`config.mk`:
```
export PLATFORM = sky130hd
export DESIGN_NAME = step_phase_decoder
export DESIGN_NICKNAME = d
export VERILOG_FILES = /design/src/rtl/step_pkg.sv /design/src/rtl/phase_sync.sv /design/src/rtl/step_phase_decoder.sv
export SDC_FILE = /design/constraint.sdc
export NUM_CORES = 1
export LEC_CHECK = 0
export BUFFER_PORTS_ARGS = -buffer_cell sky130_fd_sc_hd__buf_2
export CAP_MARGIN = 30
export CORE_ASPECT_RATIO = 1.1
export CORE_UTILIZATION = 45
export CTS_BUF_LIST = sky130_fd_sc_hd__clkbuf_4
export CTS_CLUSTER_SIZE = 16
export DETAILED_ROUTE_END_ITERATION = 8
export PLACE_DENSITY = 0.69
export SLEW_MARGIN = 20
export SYNTH_ARGS = -nofsm -noshare
export SYNTH_HDL_FRONTEND = slang
export SYNTH_SLANG_ARGS = --single-unit
export TNS_END_PERCENT = 50
```
`constraint.sdc`:
```
create_clock -name clk -period 4.4 [get_ports clk]
set_clock_uncertainty 0.2 [all_clocks]
set_input_delay 1.32 -clock clk [delete_from_list [all_inputs] [get_ports clk]]
set_output_delay 1.32 -clock clk [all_outputs]
set_load 0.005 [all_outputs]
```
`src/rtl/step_pkg.sv`:
```
// Shared definitions for the stepper phase decoder.
//   - one-hot phase code constants driven by the stepMotor driver
//   - FSM state enumeration
//   - ph_decode(): maps a 4-bit phase code to {valid, idx}
package step_pkg;

  localparam logic [3:0] PH_OFF  = 4'b0000;
  localparam logic [3:0] PH_IDX0 = 4'b0001;
  localparam logic [3:0] PH_IDX1 = 4'b0010;
  localparam logic [3:0] PH_IDX2 = 4'b0100;
  localparam logic [3:0] PH_IDX3 = 4'b1000;

  // Stall timer width; covers the largest supported STALL_CYCLES (2^24-1).
  localparam int STALL_W = 24;

  typedef enum logic [1:0] {
    ST_IDLE  = 2'd0,  // no phase reference held
    ST_TRACK = 2'd1,  // reference held, decoding steps
    ST_FAULT = 2'd2   // sticky fault, waiting for err_clr
  } state_e;

  typedef struct packed {
    logic       valid;  // code is one of the four legal one-hot patterns
    logic [1:0] idx;    // phase index 0..3 when valid
  } ph_dec_t;

  // OFF (0000) and every multi-hot pattern decode as not valid; the caller
  // separates OFF from ILLEGAL.
  function automatic ph_dec_t ph_decode(input logic [3:0] code);
    ph_dec_t d;
    d.valid = 1'b1;
    d.idx   = 2'd0;
    case (code)
      PH_IDX0: d.idx = 2'd0;
      PH_IDX1: d.idx = 2'd1;
      PH_IDX2: d.idx = 2'd2;
      PH_IDX3: d.idx = 2'd3;
      default: d.valid = 1'b0;
    endcase
    return d;
  endfunction

endpackage

```
`src/rtl/phase_sync.sv`:
```
// Two-flop synchronizer for the 4-bit motor phase pattern.
// Ports:
//   clk  - system clock
//   rst  - synchronous active-high reset, clears both stages to 0000
//   d_i  - phase pattern, asynchronous to clk
//   q_o  - synchronized phase pattern (second stage)
module phase_sync (
  input  logic       clk,
  input  logic       rst,
  input  logic [3:0] d_i,
  output logic [3:0] q_o
);

  logic [3:0] meta_q;
  logic [3:0] sync_q;

  // NOTE: registers are written with non-blocking assignments so every flop
  // samples the pre-edge value of its source; blocking here would collapse
  // the two stages into one.
  always_ff @(posedge clk) begin
    if (rst) begin
      meta_q <= 4'b0000;
      sync_q <= 4'b0000;
    end else begin
      meta_q <= d_i;
      sync_q <= meta_q;
    end
  end

  assign q_o = sync_q;

endmodule

```
`src/rtl/step_phase_decoder.sv`:
```
// Decodes the one-hot phase sequence of a stepper driver into a signed
// position, direction, per-step strobe, sticky fault and stall indication.
// Ports:
//   clk        - system clock, all state updates on its rising edge
//   rst        - synchronous active-high reset, overrides every other input
//   ph         - motor phase pattern, asynchronous to clk
//   pos_clr    - synchronous clear of pos (wins over a coincident step)
//   err_clr    - clears the sticky fault (only acts in FAULT)
//   pos        - signed step position, wraps modulo 2^POS_W
//   dir        - direction of last valid step (1 forward, 0 reverse)
//   step_pulse - one-cycle strobe per decoded step
//   err        - sticky fault flag
//   stalled    - in TRACK with no step for STALL_CYCLES cycles
module step_phase_decoder
  import step_pkg::*;
#(
  parameter int POS_W        = 16,
  parameter int STALL_CYCLES = 50000
) (
  input  logic                    clk,
  input  logic                    rst,
  input  logic [3:0]              ph,
  input  logic                    pos_clr,
  input  logic                    err_clr,
  output logic signed [POS_W-1:0] pos,
  output logic                    dir,
  output logic                    step_pulse,
  output logic                    err,
  output logic                    stalled
);

  localparam logic [STALL_W-1:0] STALL_LIM = STALL_W'(STALL_CYCLES);

  logic [3:0] phs;    // synchronized phase code
  logic [3:0] php_q;  // phs delayed by one cycle

  state_e             state_q, state_d;
  logic [1:0]         ref_q, ref_d;
  logic [POS_W-1:0]   pos_q, pos_d;
  logic               dir_q, dir_d;
  logic               step_q, step_d;
  logic               err_q, err_d;
  logic               stalled_q, stalled_d;
  logic [STALL_W-1:0] cnt_q, cnt_d;

  ph_dec_t dec;
  logic    is_off;
  logic    changed;

  phase_sync u_phase_sync (
    .clk (clk),
    .rst (rst),
    .d_i (ph),
    .q_o (phs)
  );

  assign dec     = ph_decode(phs);
  assign is_off  = (phs == PH_OFF);
  // A held code always matches the reference (it was loaded or stepped to
  // on the cycle it arrived), so TRACK only has work to do on a change.
  assign changed = (phs != php_q);

  always_comb begin
    // NOTE: every variable gets a default before the case so no path leaves
    // one unassigned, which would otherwise infer a latch.
    state_d = state_q;
    ref_d   = ref_q;
    pos_d   = pos_q;
    dir_d   = dir_q;
    step_d  = 1'b0;
    cnt_d   = cnt_q;

    case (state_q)
      ST_IDLE: begin
        if (dec.valid) begin
          state_d = ST_TRACK;
          ref_d   = dec.idx;
          cnt_d   = '0;
        end else if (!is_off) begin
          state_d = ST_FAULT;
        end
      end

      ST_TRACK: begin
        if (changed && is_off) begin
          state_d = ST_IDLE;
        end else if (changed && !dec.valid) begin
          state_d = ST_FAULT;
        end else if (changed && dec.idx == 2'(ref_q + 2'd1)) begin
          pos_d  = pos_q + POS_W'(1);
          dir_d  = 1'b1;
          step_d = 1'b1;
          ref_d  = dec.idx;
          cnt_d  = '0;
        end else if (changed && dec.idx == 2'(ref_q - 2'd1)) begin
          pos_d  = pos_q - POS_W'(1);
          dir_d  = 1'b0;
          step_d = 1'b1;
          ref_d  = dec.idx;
          cnt_d  = '0;
        end else if (changed && dec.idx != ref_q) begin
          // Opposite phase: a step was skipped, direction is unknowable.
          state_d = ST_FAULT;
        end else if (cnt_q != STALL_LIM) begin
          cnt_d = cnt_q + STALL_W'(1);
        end
      end

      ST_FAULT: begin
        // The code is not looked at here; after err_clr IDLE re-evaluates it.
        if (err_clr) state_d = ST_IDLE;
      end

      default: state_d = ST_IDLE;
    endcase

    if (pos_clr) pos_d = '0;

    err_d     = (state_d == ST_FAULT);
    stalled_d = (state_d == ST_TRACK) && (cnt_d == STALL_LIM);
  end

  always_ff @(posedge clk) begin
    if (rst) begin
      state_q   <= ST_IDLE;
      ref_q     <= 2'd0;
      pos_q     <= '0;
      dir_q     <= 1'b1;
      step_q    <= 1'b0;
      err_q     <= 1'b0;
      stalled_q <= 1'b0;
      cnt_q     <= '0;
      php_q     <= 4'b0000;
    end else begin
      state_q   <= state_d;
      ref_q     <= ref_d;
      pos_q     <= pos_d;
      dir_q     <= dir_d;
      step_q    <= step_d;
      err_q     <= err_d;
      stalled_q <= stalled_d;
      cnt_q     <= cnt_d;
      php_q     <= phs;
    end
  end

  assign pos        = pos_q;
  assign dir        = dir_q;
  assign step_pulse = step_q;
  assign err        = err_q;
  assign stalled    = stalled_q;

endmodule
```
# Word-level counts from Yosys, hierarchy flattened
# Cells that the tools add are included.
# totals
input_bits	8
latchBits	0
ram_bits	0
regBits	60
n_memories	0
elab_cells	84
out_inout_bits	20
romBits	0
# classes
n_reduce_logical	16
div_mod_pow	0
bitwise_logic	3
magnitude_cmp	0
muxes	31
addsub	5
multipliers	0
shift	0
eq_ne	18
# ops
op	n
$mux 24	7
$pmux 24 s2	1
$mux 16	2
$mux 2	13
$add 24x1->24 const B	1
$eq 24x16->1 const B	1
$ne 24x16->1 const B	1
$add 16x1->16 const B	1
$sub 16x1->16 const B	1
$pmux 2 s3	2
$reduce_or 4->1	2
$logic_and 1x1->1	6
$ne 2x2->1 const B	3
$mux 1	5
$reduce_and 5->1	1
$eq 2x1->1 const B	2
$eq 2x2->1	2
$eq 2x2->1 const B	2
$eq 4x1->1 const B	1
$eq 4x2->1 const B	1
$eq 4x3->1 const B	1
$eq 4x4->1 const B	1
$logic_not 4->1	1
$ne 4x4->1	1
11 further kinds	14

# Longest topological paths before layout
# logic_depth
depth_word	12
mapped_depth	16
depth_no_buf	15

# Hierarchy
# Synthesis repeated with hierarchy kept, for this count alone.
# unflattened
cells_unflattened	511
area_unflattened_um2	3887.5
# by_module_without_submodules
module	n_inst	cells_each	seq_area_each_um2	area_per_inst_um2
step_phase_decoder	1	495	1041.0	3677.3
phase_sync	1	16	160.2	210.2

# Worst setup path before layout
# No wires, ideal clock.
# synth_path
path_type	register to register
startpoint	register u_phase_sync.sync_q[1] (netlist: u_phase_sync.q_o[1])
endpoint	register pos_q[14] (netlist: pos[14])
setup_ns	0.132
path_stages_with_launch	16
synth_period_minus_slack_ns	4.046
path_slack_ns	0.354
path_buffers	1
t_arrival_ns	3.714
t_required_ns	4.068
path_cell_list	dfxtp_1 buf_2 xnor2_1 or4_1 a21oi_1 nand2_1 fa_1 a211oi_1 o21bai_1 a31oi_1 o21ai_0 o41ai_1 o21ai_0 xor2_1 nand2_1 a21oi_1
# synth_via
elab_chain_len	7
elab_cells_between_ends	21
cone_classes	7 x eq/ne; 3 x mux; 2 x bitwise; 9 x reduce/logical
# synth_lines
item	line_no	rtl
start: declaration	phase_sync.sv:15	logic [3:0] sync_q;
start signal: assignment	phase_sync.sv:26	sync_q <= meta_q;
branches (longest 7 deep; another with $eq 4x4->1)	n/a	
end signal: assignment	step_phase_decoder.sv:137	pos_q <= pos_d;
end: declaration	step_phase_decoder.sv:39	logic [POS_W-1:0] pos_q, pos_d;
# Parallel ways; which one is timed is not known.
# A chain may end at the register's enable or synchronous reset.

# Worst setup path in the final report
# layout_path
startpoint	register u_phase_sync.sync_q[0] (netlist: u_phase_sync.q_o[0])
endpoint	register pos_q[14] (netlist: pos[14])
# Same word-level chain as after synthesis.

==> flow_metrics.tcl <==
set metrics [dict create \
    setup_violations 0 \
    totalWireLength_um 8570 \
    clockBufferDepth 2 \
    crit_slowest_cell "or4_1" \
    coreArea_um2 7960 \
    cts_made_buffers 9 \
    p_per_area_nw_per_um2 285 \
    period_share_pct 89.5 \
    synth.area.top_cells "dfxtp_1 (32%), ha_1 (5.4%), a21oi_1 (5.1%)" \
    seqCellArea_um2 1200 \
    max_cap_viol_count 0 \
    grt_pass1_wl_um 14700 \
    avgSynthCellArea_um2 7.89 \
    dp_hpwl_um 6170 \
    layout_commonest_cell "dfxtp_1" \
    cts_tree "built" \
    nFillCells 776 \
    required_ps 4550 \
    drcViolationCount 0 \
    overflow 0 \
    grt_usage_pct 21.6 \
    die_x_um 88.6 \
    syn_nets 495 \
    die-area_um2 8610 \
    fin_crit_ps 3940 \
    io_pins 28 \
    fp.dieH_um 97.2 \
    initial_core_util_pct 46.6 \
    synth-seq-area-share_pct 32.4 \
    startpoint_type "flop" \
    cts_htree_levels 3 \
    cp-end-kind "flop" \
    whs_ps 250 \
    max_freq_mhz 254 \
    worst_slack_ps 463 \
    preCtsSetupSlack_ps 210 \
    vias_per_cell 5.77 \
    yosys.area.top_type "dfxtp_1" \
    clk_latency_ps 420 \
    clockRootBuffer "clkbuf_4" \
    rsz0062_at_grt "no" \
    tns_ps 0 \
    critPathArrivalTime_ps 4080 \
    maxSlewHeadroom_pct 39.3 \
    grt_pass1_vias 3263 \
    drt-pass1-iter-count 4 \
    syn_inst 470 \
    synth_cell_types 60 \
    ir_drop_v 0.000192 \
    final_cell_mix "dfxtp_1 (58), nand2_1 (46), nor2_1 (41)" \
    synth_top_area_share_pct 32.4 \
    grt_max_degree 44 \
    hold_class "flop to flop" \
    drive_gt1_share_pct 13.8 \
    synthesis.area_um2 3710 \
    status "finished, final reports clean" \
    crit_fanout 13 \
    yosysWarnings 0 \
    rows 34 \
    ant_nets 0 \
    antenna_cells 0 \
    ys_ff_latch 60 \
    ys.flop_type "dfxtp_1" \
    cellLeakagePower_nw 1.45 \
    wl_per_cell_um 14.3 \
    tightest_slew_ps 902 \
    maxSlewViolCount 0 \
    area_growth_pct 9.34 \
    synth_edf_count 0 \
    grt_antenna_before_repair 0 \
    final-hold-violation-count 0 \
    cp_slowest_stage_delay_ps 590 \
    io_buffers 27 \
    async_reset_ff_share_pct 0 \
    multi_input_area_um2 2390 \
    path_cells "or4_1, a21oi_2, nand2_1, fa_1, a211oi_1, o21bai_1, a31oi_1, o21ai_0, o41ai_2, o21ai_0, xor2_1, nand2_1, a21oi_1" \
    drtIter0Drc 211 \
    clkTransAtPathRegs_ps 120 \
    layout.nets 513 \
    cts.sinks 60 \
    via_count 3466 \
    gp_congestion 0.967 \
    crit_type "flop to flop" \
]
[critical path, delay by kind of cell (launching register included)]
| family | cells | cell delay (ps) |
|---|---|---|
| compound gates | 8 | 1780 |
| fa+ha+maj | 1 | 460 |
| simple gates | 3 | 810 |
| xor+xnor | 1 | 150 |
| flops | 1 | 450 |
[synth_stat cells, drive strengths merged (2+ instances only)]
cell type	n
a31o	2
a21o	5
xor2	7
nor3	24
xnor2	19
a21boi	3
o21bai	2
and2	4
o21ai	28
nand3b	2
and3	8
o31ai	3
clkbuf	17
nand2	46
buf	7
nand4	10
nor2b	22
nor4b	4
a21oi	38
o22ai	2
inv	6
or3	4
or4	5
o211ai	5
a31oi	9
dfxtp	60
nor3b	3
a211oi	11
or2	5
nand3	19
and4	5
nor2	41
o31a	2
a22o	2
nor4	10
ha	16
[logic make-up (layout without fill, tap and decap cells)]
kind of cell / count (synthesis) / count (layout) / share of synthesized area (%)
mux: 1 / 1 / 0.270
simple gates: 216 / 216 / 31.8
flops: 60 / 60 / 32.4
buf+inv: 30 / 53 / 3.57
compound gates: 119 / 119 / 19.7
fa+ha+maj: 18 / 18 / 6.21
xor+xnor: 26 / 26 / 6.14
[power by group]
part / leakage [nW] / switching [mW] / total (mW) / internal (mW)
Combinational: 0.893 / 0.127 / 0.196 / 0.0692
Sequential: 0.487 / 0.0112 / 0.564 / 0.552
Clock: 0.0690 / 0.223 / 0.398 / 0.175
Total: 1.45 / 0.361 / 1.16 / 0.797
[timing repair]
action | 4_1_cts | 5_1_grt
hold buffers | 0 | 0
setup buffers | 0 | 0
setup endpoints to repair | 0 | 4
gates resized for setup | 0 | 4
hold endpoints to repair | 0 | 0
[state kept, by name (all words and copies together) (netlist names)]
register,cells
php_q,4
err,1
ref_q,2
u_phase_sync.meta_q,4
cnt_q,24
dir,1
u_phase_sync.q_o,4
state_q,2
stalled,1
step_pulse,1
pos,16
[cell type report]
cell class / instances / share of cell area [%]
repair buffers: 31 / 4.07
clock inverters: 7 / 1.85
well taps: 108 / 3.33
clock buffers: 9 / 1.67
multi-input cells: 380 / 58.9
flip-flops and latches: 60 / 29.7
inverters: 6 / 0.555
[metal layers]
layer / vias to the layer above / GRT usage (%) / share of wire, %
li1: 1757 / - / -
met1: 1600 / 26.7 / 46
met2: 96 / 35.8 / 48
met3: 13 / 5.52 / 4.6
met4: 0 / 7.69 / 1.5
met5: - / 0 / 0
[worst paths after layout]
| path | slack, ps | depth (start not counted) | to | startpoint |
|---|---|---|---|---|
| setup / recovery | 460 | 13 | pos[14] | u_phase_sync.q_o[0] |
| hold / removal | 250 | 1 | u_phase_sync.q_o[2] | u_phase_sync.meta_q[2] |
| setup reg to reg | 460 | 13 | pos[14] | u_phase_sync.q_o[0] |
| hold reg to reg | 250 | 1 | u_phase_sync.q_o[2] | u_phase_sync.meta_q[2] |
[through the flow]
| step | utilization [%] | instance area, um2 | std cells | power [mW] |
|---|---|---|---|---|
| after global placement | 49.0 | 3900 | 585 | 0.765 |
| after detailed placement | 49.0 | 3900 | 585 | 0.767 |
| after CTS | 50.8 | 4040 | 601 | 1.17 |
| after global routing | 51.0 | 4060 | 601 | 1.22 |
| after floorplan | - | 3710 | 470 | 0.726 |
| final | 51.0 | 4060 | 601 | 1.16 |
Note: power is estimated with default switching activity, not from simulation.
